--- src/rtl/imm_gen_pipe.sv ---
// Registered multi-lane immediate generator (I/S/B/J/U/zimm) with a 2-entry skid buffer.
// Optional one-hot select checker: define IMM_GEN_ONEHOT_CHECK_EN.

module imm_gen_lane #(
  parameter int XLEN = 32
) (
  input  logic [31:0]     inst,
  input  logic [5:0]      sel,
  output logic [XLEN-1:0] imm
);
  logic signed [11:0] i_imm;
  logic signed [11:0] s_imm;
  logic signed [12:0] b_imm;
  logic signed [20:0] j_imm;
  logic signed [31:0] u_imm;
  logic               unused;

  assign i_imm  = inst[31:20];
  assign s_imm  = {inst[31:25], inst[11:7]};
  assign b_imm  = {inst[31], inst[7], inst[30:25], inst[11:8], 1'b0};
  assign j_imm  = {inst[31], inst[19:12], inst[20], inst[30:21], 1'b0};
  assign u_imm  = {inst[31:12], 12'b0};
  assign unused = ^inst[6:0];

  // Casting a signed field to XLEN sign-extends; zimm is unsigned so it zero-extends.
  always_comb begin
    imm = '0;
    if (sel[5])      imm = XLEN'(inst[19:15]);
    else if (sel[4]) imm = XLEN'(u_imm);
    else if (sel[3]) imm = XLEN'(j_imm);
    else if (sel[2]) imm = XLEN'(b_imm);
    else if (sel[1]) imm = XLEN'(s_imm);
    else if (sel[0]) imm = XLEN'(i_imm);
  end
endmodule

module imm_gen_pipe #(
  parameter int XLEN      = 32,
  parameter int NUM_LANES = 1
) (
  input  logic                      i_clk,
  input  logic                      i_reset,
  input  logic                      i_flush,
  input  logic                      i_valid,
  output logic                      o_ready,
  input  logic [NUM_LANES*32-1:0]   i_inst,
  input  logic [NUM_LANES*6-1:0]    i_imm_sel,
  output logic                      o_valid,
  input  logic                      i_ready,
  output logic [NUM_LANES*XLEN-1:0] o_imm,
  output logic [15:0]               o_stall_cnt,
  output logic                      o_sel_err
);
  typedef enum logic [1:0] {EMPTY, BUSY, FULL} state_t;

  state_t state, state_nxt;
  logic [NUM_LANES-1:0][XLEN-1:0] dec_imm, out_q, skid_q;
  logic [NUM_LANES-1:0]           multi;
  logic accept, fire, load_out, load_skid, move_skid;

  for (genvar k = 0; k < NUM_LANES; k++) begin : g_lane
    imm_gen_lane #(.XLEN(XLEN)) u_lane (
      .inst (i_inst[32*k +: 32]),
      .sel  (i_imm_sel[6*k +: 6]),
      .imm  (dec_imm[k])
    );
    assign multi[k] = |(i_imm_sel[6*k +: 6] & (i_imm_sel[6*k +: 6] - 6'd1));
  end

  // Handshake flags come straight from the state register, so ready has no path from i_ready.
  assign o_valid = (state != EMPTY);
  assign o_ready = (state != FULL);
  assign accept  = i_valid & o_ready;
  assign fire    = o_valid & i_ready;

  always_ff @(posedge i_clk) begin
    if (i_reset) state <= EMPTY;
    else         state <= state_nxt;
  end

  always_comb begin
    state_nxt = state;
    load_out  = 1'b0;
    load_skid = 1'b0;
    move_skid = 1'b0;
    case (state)
      EMPTY: if (accept) begin
        load_out  = 1'b1;
        state_nxt = BUSY;
      end
      BUSY: begin
        if (accept && fire) begin
          load_out = 1'b1;
        end else if (accept) begin
          load_skid = 1'b1;
          state_nxt = FULL;
        end else if (fire) begin
          state_nxt = EMPTY;
        end
      end
      FULL: if (fire) begin
        move_skid = 1'b1;
        state_nxt = BUSY;
      end
      default: state_nxt = EMPTY;
    endcase
    // Flush drops both entries; a concurrent fire has already been seen downstream.
    if (i_flush) begin
      state_nxt = EMPTY;
      load_out  = 1'b0;
      load_skid = 1'b0;
      move_skid = 1'b0;
    end
  end

  always_ff @(posedge i_clk) begin
    if (i_reset) begin
      out_q  <= '0;
      skid_q <= '0;
    end else begin
      if (load_out)       out_q <= dec_imm;
      else if (move_skid) out_q <= skid_q;
      if (load_skid)      skid_q <= dec_imm;
    end
  end

  assign o_imm = out_q;

  always_ff @(posedge i_clk) begin
    if (i_reset)                                    o_stall_cnt <= '0;
    else if (state == FULL && o_stall_cnt != 16'hFFFF) o_stall_cnt <= o_stall_cnt + 16'd1;
  end

`ifdef IMM_GEN_ONEHOT_CHECK_EN
  always_ff @(posedge i_clk) begin
    if (i_reset)                o_sel_err <= 1'b0;
    else if (accept && |multi)  o_sel_err <= 1'b1;
  end
`else
  logic unused;
  assign unused    = ^multi;
  assign o_sel_err = 1'b0;
`endif
endmodule

--- config.mk ---
export PLATFORM = sky130hd
export DESIGN_NAME = imm_gen_pipe
export DESIGN_NICKNAME = d
export VERILOG_FILES = /design/src/rtl/imm_gen_pipe.sv
export SDC_FILE = /design/constraint.sdc
export NUM_CORES = 1
export LEC_CHECK = 0
export CORE_ASPECT_RATIO = 0.6
export CORE_MARGIN = 2
export CORE_UTILIZATION = 29
export DETAILED_ROUTE_END_ITERATION = 12
export SLEW_MARGIN = 20
export SYNTH_ARGS = -nofsm -noshare
export SYNTH_HDL_FRONTEND = slang
export SYNTH_SLANG_ARGS = --single-unit
--- constraint.sdc ---
create_clock -name i_clk -period 5.23 [get_ports i_clk]
set_input_delay 1.3075 -clock i_clk [delete_from_list [all_inputs] [get_ports i_clk]]
set_output_delay 1.3075 -clock i_clk [all_outputs]
set_load 0.01 [all_outputs]
# ---- After elaboration in Yosys (flattened, before gate mapping)
# Cells that the tools add are included.
dict set report word_totals {
  in_bits 43
  ramBits 0
  romBits 0
  out_inout_bits 51
  elab_cells 46
  regBits 82
  n_memories 0
  latch_bits 0
}
dict set report classes {
  add_sub_neg 1
  mux 24
  n_mul 0
  n_shift 0
  reduce_logical 7
  n_eq_ne 8
  magnitude_cmp 0
  bitwise 2
  div_mod_pow 0
}
# cell count
set ops {}
lappend ops {{$mux W32} 8}
lappend ops {{$add A16 B1 Y16 const B} 1}
lappend ops {{$ne A16 B16 Y1 const B} 1}
lappend ops {{$mux W2} 5}
lappend ops {{$mux W1} 9}
lappend ops {{$ne A2 B2 Y1 const B} 4}
lappend ops {{$pmux W2 S3} 1}
lappend ops {{$reduce_and A4 Y1} 1}
lappend ops {{$reduce_bool A2 Y1} 2}
lappend ops {{$ne A3 B3 Y1 const B} 1}
lappend ops {{$and A1 B1 Y1} 2}
lappend ops {{$eq A2 B1 Y1 const B} 1}
lappend ops {{$eq A2 B2 Y1 const B} 1}
lappend ops {{$logic_and A1 B1 Y1} 2}
lappend ops {{$logic_not A2 Y1} 1}
lappend ops {{$pmux W1 S2} 1}
lappend ops {{$reduce_or A2 Y1} 1}

# ---- Depth between registers and ports, before layout
# Gate-level depths: netlist of run 1.
dict set report logic_depth {
  word_depth 7
  depth_mapped 6
  ltp_nobuf 5
}

# ---- By module
# From an unflattened synthesis of run 1, not the netlist that was laid out.
dict set report hier_totals {
  hier_cells 484
  hier_area_um2 3957.5
}
# mod n_inst seq_area_each_um2 area_each_um2 cells_each
set modules_own_cells {}
lappend modules_own_cells {imm_gen_pipe 1 1641.6 3459.6 400}
lappend modules_own_cells {imm_gen_lane 1 0.0 498.0 84}

# ---- Worst setup path after synthesis of run 1
# OpenSTA, ideal clock, no wires.
dict set report synth_path {
  path_type {input to register}
  startpoint {input i_imm_sel[3]}
  endpoint {register out_q, in the netlist o_imm[0]}
  path_stages 6
  arrival_ns 2.600
  setup_time_ns 0.070
  setup_slack_ns 2.559
  t_required_ns 5.160
  n_path_buf 2
  path_cell_list {clkbuf_1 or2_2 clkbuf_1 a2111oi_0 o21ai_0 a21oi_1}
}
dict set report synth_via {
  elab_chain_len 4
}
# element line
set synth_lines {}
lappend synth_lines {{from (decl)} 47} ;# input logic [NUM_LANES*6-1:0] i_imm_sel,
lappend synth_lines {{$mux W32} 30} ;# else if (sel[3]) imm = XLEN'(j_imm);
lappend synth_lines {{$mux W32} 29} ;# else if (sel[4]) imm = XLEN'(u_imm);
lappend synth_lines {{$mux W32} 28} ;# if (sel[5]) imm = XLEN'(inst[19:15]);
lappend synth_lines {{$mux W32} 121} ;# if (load_out) out_q <= dec_imm;
lappend synth_lines {{to (signal assigned)} 121}
lappend synth_lines {{to (signal assigned)} 122} ;# else if (move_skid) out_q <= skid_q;
lappend synth_lines {{to (decl)} 57} ;# logic [NUM_LANES-1:0][XLEN-1:0] dec_imm, out_q, skid_q;
# No other way between the ends.
# A chain may end at the register's enable or synchronous reset.

# ---- Worst setup path after layout of run 1
dict set report layout_path {
  startpoint {input i_flush}
  endpoint {register out_q, in the netlist o_imm[15]}
}
dict set report layout_via {
  elab_chain_len 2
  elab_cells_between_ends 4
  cone_classes {mux: 3; reduce/logical: 1}
}
# element line
set layout_lines {}
lappend layout_lines {{from (decl)} 43} ;# input logic i_flush,
lappend layout_lines {{$mux W1} 108} ;# if (i_flush) begin
lappend layout_lines {{$mux W32 / $reduce_bool A2 Y1 (equally long branches)} --}
# Several ways; a longest one is shown, not always the timed one.

==> flow_summary.html, run 1 <==
<table>
<tr><th>Metric</th><th>Value</th></tr>
<tr><th colspan="2">Cells and area</th></tr>
<tr><td>Fraction of final layout cells with drive strength greater than 1</td><td>0.0702</td></tr>
<tr><td>Inserted Diodes</td><td>0</td></tr>
<tr><td>NumNets Final</td><td>566</td></tr>
<tr><td>Filler cells</td><td>1296</td></tr>
<tr><td>Layout-stage area growth over the synthesis result</td><td>33.0%</td></tr>
<tr><th colspan="2">Setup path</th></tr>
<tr><td>R2r startpoint</td><td>state[0]</td></tr>
<tr><td>Number of cells traversed by the worst register-to-register path</td><td>5</td></tr>
<tr><td>Critical register-to-register path endpoint</td><td>o_imm[15]</td></tr>
<tr><td>Critical path class</td><td>in2reg</td></tr>
<tr><td>Launch point of the worst path</td><td>i_flush</td></tr>
<tr><td>CP dominant cell by count</td><td>sky130_fd_sc_hd__a21oi_1</td></tr>
<tr><td>Delay of the slowest critical-path stage</td><td>0.87 ns</td></tr>
<tr><td>Element type at the critical path end</td><td>register</td></tr>
<tr><td>Worst-path cell chain</td><td>clkdlybuf4s50_1 -&gt; nor4bb_4 -&gt; buf_4 -&gt; a21oi_1 -&gt; a22oi_1 -&gt; a21oi_1</td></tr>
<tr><td>Largest fanout of any net on the critical path</td><td>45</td></tr>
<tr><td>Critical Path AT</td><td>~3.6 ns</td></tr>
<tr><td>Slack of the worst reg-to-reg path</td><td>3.03 ns</td></tr>
<tr><td>Startpoint type of the worst setup path</td><td>input pin</td></tr>
<tr><td>Crit path max-delay cell type</td><td>sky130_fd_sc_hd__a21oi_1</td></tr>
<tr><td>Data required time of the critical path</td><td>5.49 ns</td></tr>
<tr><th colspan="2">Yosys</th></tr>
<tr><td>Cell accounting for the most synthesized area</td><td>sky130_fd_sc_hd__dfxtp_1</td></tr>
<tr><td>YS warnings</td><td>0</td></tr>
<tr><td>Post-synthesis sequential area ratio</td><td>0.426</td></tr>
<tr><td>Asr flop ratio synth</td><td>0</td></tr>
<tr><td>Net count of the mapped netlist</td><td>~500</td></tr>
<tr><td>Area share of the largest cell type after synthesis</td><td>0.426</td></tr>
<tr><td>Largest cells by area after synthesis</td><td>sky130_fd_sc_hd__dfxtp_1 (43%), sky130_fd_sc_hd__a21oi_1 (7.1%), sky130_fd_sc_hd__a211oi_1 (6.0%), sky130_fd_sc_hd__nand2_1 (4.2%), sky130_fd_sc_hd__a211o_1 (3.6%)</td></tr>
<tr><td>Number of standard cells after synthesis</td><td>455</td></tr>
<tr><td>Number of flops mapped to enable cells by yosys</td><td>0</td></tr>
<tr><td>Post-Syn Area per Cell</td><td>around 8.5 µm²</td></tr>
<tr><td>Mapped Area</td><td>3860 µm²</td></tr>
<tr><td>Number of unique standard cell types used by synthesis</td><td>48</td></tr>
<tr><td>Primary FF master, synth</td><td>sky130_fd_sc_hd__dfxtp_1</td></tr>
<tr><td>FF+latch count, synth</td><td>between 80 and 90</td></tr>
<tr><th colspan="2">STA</th></tr>
<tr><td>Slew Limit Fails</td><td>0</td></tr>
<tr><td>Setup TNS Final</td><td>0 ns</td></tr>
<tr><td>Setup clock skew after layout</td><td>0.00797 ns</td></tr>
<tr><td>Period utilization</td><td>0.642</td></tr>
<tr><td>Setup violations, final</td><td>0</td></tr>
<tr><td>Worst-margin pin slew</td><td>~1.0 ns</td></tr>
<tr><td>Maximum achievable frequency</td><td>between 200 and 300 MHz</td></tr>
<tr><td>Unrepaired setup endpoints after global routing</td><td>false</td></tr>
<tr><td>Time the final worst path needs with I/O delays and setup</td><td>3.36 ns</td></tr>
<tr><td>Worst relative slew slack</td><td>0.307</td></tr>
<tr><td>Final-layout worst hold slack</td><td>0.455 ns</td></tr>
<tr><td>Hold Violations, Final</td><td>0</td></tr>
<tr><th colspan="2">Power</th></tr>
<tr><td>Leakage power total</td><td>1.62 nW</td></tr>
<tr><td>Share of power burned in the clock network</td><td>0.423</td></tr>
<tr><td>Relative contribution of combinational cells to total power</td><td>0.117</td></tr>
<tr><td>Sw Ratio</td><td>0.248</td></tr>
<tr><td>Cell Int Power</td><td>1.07 mW</td></tr>
<tr><td>Peak supply drop</td><td>roughly 0.16 mV</td></tr>
<tr><td>Power Dens Cells</td><td>276 nW/µm²</td></tr>
<tr><td>Net switching power figure</td><td>approximately 0.35 mW</td></tr>
<tr><td>Relative contribution of sequential cells to total power</td><td>0.460</td></tr>
<tr><th colspan="2">CTS</th></tr>
<tr><td>Clock Path Buffers</td><td>2</td></tr>
<tr><td>Clock buffers created by TritonCTS</td><td>9</td></tr>
<tr><td>Number of gates resized after cts</td><td>0</td></tr>
<tr><td>TritonCTS clock tree</td><td>done</td></tr>
<tr><td>Clk sink count</td><td>82</td></tr>
<tr><td>Clock latency on the worst-skew pair</td><td>0.34 ns</td></tr>
<tr><td>Clock tree root driver cell</td><td>sky130_fd_sc_hd__clkbuf_16</td></tr>
<tr><td>CTS H-tree depth</td><td>3</td></tr>
<tr><td>Clock transition at the registers of the reported paths</td><td>0.06 ns</td></tr>
<tr><td>Setup Fix Bufs, Post-CTS</td><td>0</td></tr>
<tr><td>Total of hold buffers inserted after clock tree synthesis</td><td>0</td></tr>
<tr><th colspan="2">Global routing</th></tr>
<tr><td>Global router's overall resource usage</td><td>0.164</td></tr>
<tr><td>Largest net degree at the start of global routing</td><td>50</td></tr>
<tr><td>Number of global-route vias before repair</td><td>3516</td></tr>
<tr><td>Antenna violations before repair</td><td>0</td></tr>
<tr><td>Remaining global-route overflow</td><td>0</td></tr>
<tr><td>Wire length of the first global-routing pass</td><td>18600 µm</td></tr>
<tr><th colspan="2">Run</th></tr>
<tr><td>Reported max-cap violation count</td><td>0</td></tr>
<tr><th colspan="2">Route</th></tr>
<tr><td>Number of vias per cell after detailed routing</td><td>~5.5</td></tr>
<tr><td>Number of nets still failing antenna checks after routing</td><td>0</td></tr>
<tr><td>Detailed Routing Iterations Pass 1</td><td>5</td></tr>
<tr><td>WL per Instance</td><td>16.7 µm</td></tr>
<tr><td>Total via count after detailed routing</td><td>3802</td></tr>
<tr><td>Final WL</td><td>11700 µm</td></tr>
<tr><td>DRC violations left</td><td>0</td></tr>
<tr><td>Starting DRT DRC Count</td><td>201</td></tr>
<tr><th colspan="2">Placement</th></tr>
<tr><td>Port Buffers</td><td>85</td></tr>
<tr><td>DPL Wire Length</td><td>approximately 8000 µm</td></tr>
<tr><td>Final Wtd Congestion</td><td>a little under 0.8</td></tr>
<tr><th colspan="2">Hold path</th></tr>
<tr><td>Worst Hold Class</td><td>reg2reg</td></tr>
<tr><td>WHS Path Cells</td><td>2</td></tr>
<tr><td>Launch instance of the worst min-delay path</td><td>skid_q[7]</td></tr>
<tr><td>Worst Hold End</td><td>skid_q[7]</td></tr>
<tr><th colspan="2">Floorplan</th></tr>
<tr><td>Overall die width</td><td>about 150 µm</td></tr>
<tr><td>Area enclosed by the die boundary</td><td>14300 µm²</td></tr>
<tr><td>Ports</td><td>94</td></tr>
<tr><td>Die boundary height</td><td>93.3 µm</td></tr>
<tr><td>Initial cell density of the core</td><td>0.298</td></tr>
<tr><td>Core ar.</td><td>12900 µm²</td></tr>
<tr><td>Number of placement rows</td><td>32</td></tr>
<tr><th colspan="2">Status</th></tr>
<tr><td>Result of the run</td><td>finished, final reports clean</td></tr>
</table>
## worst max path at each step
stage | cells after the start | endpoint
2_1_floorplan | 6 | o_imm[0]
3_3_place_gp | 5 | o_imm[18]
3_5_place_dp | 5 | o_imm[13]
4_1_cts | 5 | o_imm[17]
5_1_grt | 6 | o_imm[19]
6_report | 6 | o_imm[15]
## logic make-up after synthesis
group,synth area share
compound gates,0.286
mux,0.0341
other cells,0.000972
buf+inv,0.0470
flops,0.426
simple gates,0.203
fa+ha+maj,0.00324
## synth_stat cells, types with 2 or more instances
cell type,number
sky130_fd_sc_hd__a211o_1,16
sky130_fd_sc_hd__a211oi_1,31
sky130_fd_sc_hd__a21boi_0,4
sky130_fd_sc_hd__a21oi_1,55
sky130_fd_sc_hd__a22oi_1,9
sky130_fd_sc_hd__a311oi_1,8
sky130_fd_sc_hd__and2b_1,3
sky130_fd_sc_hd__buf_1,3
sky130_fd_sc_hd__buf_4,4
sky130_fd_sc_hd__clkbuf_1,29
sky130_fd_sc_hd__dfxtp_1,82
sky130_fd_sc_hd__inv_1,6
sky130_fd_sc_hd__mux2i_1,12
sky130_fd_sc_hd__nand2_1,43
sky130_fd_sc_hd__nand2b_1,6
sky130_fd_sc_hd__nand3_1,22
sky130_fd_sc_hd__nand3b_1,2
sky130_fd_sc_hd__nand4_1,5
sky130_fd_sc_hd__nor2_1,10
sky130_fd_sc_hd__nor2b_1,13
sky130_fd_sc_hd__nor3_1,7
sky130_fd_sc_hd__nor3b_1,5
sky130_fd_sc_hd__nor4_1,5
sky130_fd_sc_hd__o21ai_0,28
sky130_fd_sc_hd__o311ai_0,2
sky130_fd_sc_hd__o31ai_1,7
sky130_fd_sc_hd__o41ai_1,4
sky130_fd_sc_hd__or2_2,3
sky130_fd_sc_hd__or3_1,6
sky130_fd_sc_hd__or4_1,7
## state kept, by name (all words and copies together) (netlist names)
signal / cells
skid_q: 32
state: 2
o_stall_cnt: 16
o_imm: 32
## layer usage
layer  routed length (µm)  track usage  up-vias
met5                    0            0        -
met4                   96       0.0386        0
met3                  735       0.0473        7
met2                 4800        0.233      123
met1                 6030        0.243     1824
li1                     -            -     1848
## cell usage in the layout (no fill, tap or decap), types with 2 or more instances in the layout
cell type,Yosys,final
sky130_fd_sc_hd__a21boi_0,4,4
sky130_fd_sc_hd__nor3_1,7,5
sky130_fd_sc_hd__or4_1,7,7
sky130_fd_sc_hd__mux2i_1,12,12
sky130_fd_sc_hd__a21oi_1,55,55
sky130_fd_sc_hd__nor2b_1,13,13
sky130_fd_sc_hd__dfxtp_1,82,82
sky130_fd_sc_hd__a211o_1,16,16
sky130_fd_sc_hd__nor2_1,10,10
sky130_fd_sc_hd__clkbuf_8,0,2
sky130_fd_sc_hd__clkdlybuf4s50_1,0,84
sky130_fd_sc_hd__o41ai_1,4,4
sky130_fd_sc_hd__inv_1,6,6
sky130_fd_sc_hd__nand2_1,43,42
sky130_fd_sc_hd__a311oi_1,8,8
sky130_fd_sc_hd__o31ai_1,7,7
sky130_fd_sc_hd__a22oi_1,9,9
sky130_fd_sc_hd__nand4_1,5,5
sky130_fd_sc_hd__and2b_1,3,3
sky130_fd_sc_hd__nor3_2,0,2
sky130_fd_sc_hd__clkbuf_16,0,9
sky130_fd_sc_hd__buf_4,4,8
sky130_fd_sc_hd__o311ai_0,2,2
sky130_fd_sc_hd__o21ai_0,28,28
sky130_fd_sc_hd__clkinv_2,0,2
sky130_fd_sc_hd__or2_2,3,3
sky130_fd_sc_hd__nand2b_1,6,6
sky130_fd_sc_hd__nor3b_1,5,5
sky130_fd_sc_hd__nor4_1,5,5
sky130_fd_sc_hd__a211oi_1,31,31
sky130_fd_sc_hd__nand3b_1,2,2
sky130_fd_sc_hd__or3_1,6,6
sky130_fd_sc_hd__nand3_1,22,22
## power groups by stage
stage          Clock [mW]  Combinational [mW]  Sequential, mW
2_1_floorplan           0              0.0733           0.669
3_3_place_gp            0               0.163           0.665
3_5_place_dp            0               0.165           0.665
4_1_cts             0.613               0.166           0.651
5_1_grt             0.639               0.180           0.653
6_report            0.599               0.166           0.651
## critical path, delay by kind of cell
family | cells | cell delay [ns]
AO/OA/AOI/OAI | 3 | 1.23
buffers and inverters | 2 | 0.99
AND/OR/NAND/NOR | 1 | 0.08
## stage by stage
stage	setup slack (ns)	util	cell area (µm²)	cells	power (mW)
floorplan	2.56	-	3860	455	0.742
global placement	1.54	0.375	4850	681	0.827
detailed placement	1.53	0.375	4850	681	0.830
CTS	1.85	0.397	5130	697	1.43
global route	1.67	0.397	5130	697	1.47
finish	1.87	0.397	5130	697	1.42
## layout make-up
class | instances | area, µm² | area share
clock inverter | 4 | 26.3 | 0.00512
timing repair buffer | 93 | 906 | 0.177
multi-input combinational | 329 | 2060 | 0.402
sequential | 82 | 1640 | 0.320
tap | 170 | 213 | 0.0415
clock buffer | 12 | 256 | 0.0500
inverter | 7 | 26.3 | 0.00512
Power figures use the tool's default switching activity.
==> run 2: changes to the inputs <==
- clock period: 5.23 -> 2.8 ns (I/O delays scaled with it)
==> run 2 against run 1 <==
Routed wire length increased by 2.4%. Sequential cell count is the same. Via count grew 0.26%. Clock power is 110% higher. Register-to-register slack worse by 2.3 ns. Critical path type is now reg2out. Clock-buffer cell count shrank 1.
==> flow_summary.html, run 2 (same netlist as run 1, synthesis figures left out) <==
<table>
<tr><th>Metric</th><th>Value</th></tr>
<tr><th colspan="2">Cells and area</th></tr>
<tr><td>NumNets Final</td><td>577 (+1.9%)</td></tr>
<tr><td>Filler cells</td><td>1262 (-2.6%)</td></tr>
<tr><td>Area taken by multi-input logic gates</td><td>2060 µm² (-0.12%)</td></tr>
<tr><td>Fraction of final layout cells with drive strength greater than 1</td><td>0.0892 (+0.0190)</td></tr>
<tr><td>Most common library cell in the layout ignoring fill and taps</td><td>sky130_fd_sc_hd__clkdlybuf4s50_1</td></tr>
<tr><td>Final core utilization</td><td>0.407 (+0.0105)</td></tr>
<tr><td>Register area</td><td>1640 µm² (unchanged)</td></tr>
<tr><td>Top library cells by usage in the layout, fill and taps aside</td><td>sky130_fd_sc_hd__clkdlybuf4s50_1 (84), sky130_fd_sc_hd__dfxtp_1 (82), sky130_fd_sc_hd__a21oi_1 (55), sky130_fd_sc_hd__nand2_1 (43), sky130_fd_sc_hd__a211oi_1 (31)</td></tr>
<tr><td>Layout-stage area growth over the synthesis result</td><td>36.6%</td></tr>
<tr><td>Final Instance Count excl. Fillers</td><td>708 (+1.6%)</td></tr>
<tr><td>Inserted Diodes</td><td>0 (unchanged)</td></tr>
<tr><th colspan="2">Power</th></tr>
<tr><td>Leakage power total</td><td>1.70 nW (+4.4%)</td></tr>
<tr><td>Power Dens Cells</td><td>528 nW/µm² (+91%)</td></tr>
<tr><td>Peak supply drop</td><td>0.281 mV (+73%)</td></tr>
<tr><th colspan="2">Floorplan</th></tr>
<tr><td>Ports</td><td>94 (unchanged)</td></tr>
<tr><td>Die boundary height</td><td>93.3 µm (unchanged)</td></tr>
<tr><td>Initial cell density of the core</td><td>0.298 (unchanged)</td></tr>
<tr><td>Overall die width</td><td>153 µm (unchanged)</td></tr>
<tr><td>Core ar.</td><td>12900 µm² (unchanged)</td></tr>
<tr><td>Area enclosed by the die boundary</td><td>14300 µm² (unchanged)</td></tr>
<tr><td>Number of placement rows</td><td>32 (unchanged)</td></tr>
<tr><th colspan="2">CTS</th></tr>
<tr><td>Number of gates resized after cts</td><td>0 (unchanged)</td></tr>
<tr><td>Clk sink count</td><td>82 (unchanged)</td></tr>
<tr><td>Clock transition at the registers of the reported paths</td><td>0.07 ns (about the same)</td></tr>
<tr><td>Clock latency on the worst-skew pair</td><td>0.33 ns (about the same)</td></tr>
<tr><td>Clock tree root driver cell</td><td>sky130_fd_sc_hd__clkbuf_16</td></tr>
<tr><td>Clock Path Buffers</td><td>2 (unchanged)</td></tr>
<tr><td>Clock buffers created by TritonCTS</td><td>9 (unchanged)</td></tr>
<tr><td>Total of hold buffers inserted after clock tree synthesis</td><td>0 (unchanged)</td></tr>
<tr><td>TritonCTS clock tree</td><td>done</td></tr>
<tr><td>CTS H-tree depth</td><td>3 (unchanged)</td></tr>
<tr><td>Setup Fix Bufs, Post-CTS</td><td>0 (unchanged)</td></tr>
<tr><th colspan="2">STA</th></tr>
<tr><td>Worst-margin pin slew</td><td>0.942 ns (-0.0967 ns)</td></tr>
<tr><td>Final-layout worst hold slack</td><td>0.457 ns (+0.00171 ns)</td></tr>
<tr><td>Slew Limit Fails</td><td>0 (unchanged)</td></tr>
<tr><td>Least setup slack across all paths after layout</td><td>0.285 ns (-1.59 ns)</td></tr>
<tr><td>Unrepaired setup endpoints after global routing</td><td>false</td></tr>
<tr><td>Maximum achievable frequency</td><td>398 MHz</td></tr>
<tr><td>Hold Violations, Final</td><td>0 (unchanged)</td></tr>
<tr><td>Period utilization</td><td>0.898</td></tr>
<tr><td>Time the final worst path needs with I/O delays and setup</td><td>approximately 2.5 ns</td></tr>
<tr><td>Setup clock skew after layout</td><td>0.00667 ns (-0.00129 ns)</td></tr>
<tr><td>Setup TNS Final</td><td>0 ns (unchanged)</td></tr>
<tr><td>Setup violations, final</td><td>0 (unchanged)</td></tr>
<tr><td>Worst relative slew slack</td><td>0.372 (+0.0644)</td></tr>
<tr><th colspan="2">Run</th></tr>
<tr><td>Reported max-cap violation count</td><td>0 (unchanged)</td></tr>
<tr><th colspan="2">Setup path</th></tr>
<tr><td>Element type at the critical path end</td><td>output port</td></tr>
<tr><td>Data required time of the critical path</td><td>2.10 ns (-3.39 ns)</td></tr>
<tr><td>Critical Path AT</td><td>1.82 ns (-1.80 ns)</td></tr>
<tr><td>Startpoint type of the worst setup path</td><td>register</td></tr>
<tr><td>Critical path class</td><td>reg2out</td></tr>
<tr><td>Largest fanout of any net on the critical path</td><td>9 (-80%)</td></tr>
<tr><th colspan="2">Placement</th></tr>
<tr><td>Port Buffers</td><td>85 (unchanged)</td></tr>
<tr><td>DPL Wire Length</td><td>8330 µm (+3.9%)</td></tr>
<tr><td>Setup WS pre-CTS</td><td>0.106 ns (-1.42 ns)</td></tr>
<tr><td>Placed insts</td><td>692 (+1.6%)</td></tr>
<tr><td>Final Wtd Congestion</td><td>0.800 (+0.76%)</td></tr>
<tr><th colspan="2">Status</th></tr>
<tr><td>Result of the run</td><td>finished, final reports clean</td></tr>
<tr><th colspan="2">Route</th></tr>
<tr><td>Detailed Routing Iterations Pass 1</td><td>5 (unchanged)</td></tr>
<tr><td>Number of nets still failing antenna checks after routing</td><td>0 (unchanged)</td></tr>
<tr><td>Starting DRT DRC Count</td><td>328 (+63%)</td></tr>
<tr><td>Total via count after detailed routing</td><td>3812 (+0.26%)</td></tr>
<tr><td>WL per Instance</td><td>16.9 µm (+0.81%)</td></tr>
<tr><td>Number of vias per cell after detailed routing</td><td>5.38 (-1.3%)</td></tr>
<tr><td>DRC violations left</td><td>0 (unchanged)</td></tr>
<tr><td>Final WL</td><td>11900 µm (+2.4%)</td></tr>
<tr><th colspan="2">Global routing</th></tr>
<tr><td>Remaining global-route overflow</td><td>0 (unchanged)</td></tr>
<tr><td>Wire length of the first global-routing pass</td><td>19000 µm (+2.3%)</td></tr>
<tr><td>Number of global-route vias before repair</td><td>3655 (+4.0%)</td></tr>
<tr><td>Antenna violations before repair</td><td>0 (unchanged)</td></tr>
<tr><td>Largest net degree at the start of global routing</td><td>76 (+52%)</td></tr>
<tr><td>Global router's overall resource usage</td><td>0.168 (+0.00333)</td></tr>
<tr><th colspan="2">Hold path</th></tr>
<tr><td>Worst Hold Class</td><td>reg2reg</td></tr>
</table>
==> run 2: cell type report <==
| class | instances | share of cell area |
|---|---|---|
| inverter | 7 | 0.00499 |
| clock buffer | 11 | 0.0480 |
| multi-input combinational | 329 | 0.391 |
| tap | 170 | 0.0404 |
| timing repair buffer | 104 | 0.192 |
| sequential | 82 | 0.312 |
| clock inverter | 5 | 0.0116 |
==> run 2: final timing paths <==
kind                                       from         endpoint  slack, ns  cells past startpoint
worst max-delay path                   state[0]          o_ready       0.28                      3
worst min-delay path                  skid_q[7]        skid_q[7]       0.46                      2
worst max register to register  o_stall_cnt[12]  o_stall_cnt[15]       0.71                      6
worst min register to register        skid_q[7]        skid_q[7]       0.46                      2
==> run 2: metal layers <==
metal,routed length [µm],up-vias,GRT usage
met5,0,-,0
met4,122,0,0.0378
met3,711,12,0.0403
met2,4870,114,0.244
met1,6240,1823,0.249
li1,-,1863,-
==> run 2: where the power goes <==
part / switching (mW) / internal [mW]
combinational: 0.169 / 0.154
clock: 0.496 / 0.744
sequential: 0.0191 / 1.20
total: 0.684 / 2.10
==> run 2: worst max-delay path, cell delays in order (launching register included) <==
cell and delay [ns]:
sky130_fd_sc_hd__dfxtp_1 0.49, sky130_fd_sc_hd__and2b_1 0.27, sky130_fd_sc_hd__inv_2 0.16, sky130_fd_sc_hd__clkdlybuf4s50_1 0.57
==> run 2: metrics by stage <==
stage	power, mW	instance area, µm²
floorplan	1.39	3860
global placement	1.56	4950
detailed placement	1.56	4950
CTS	2.81	5270
global route	2.89	5270
finish	2.78	5270
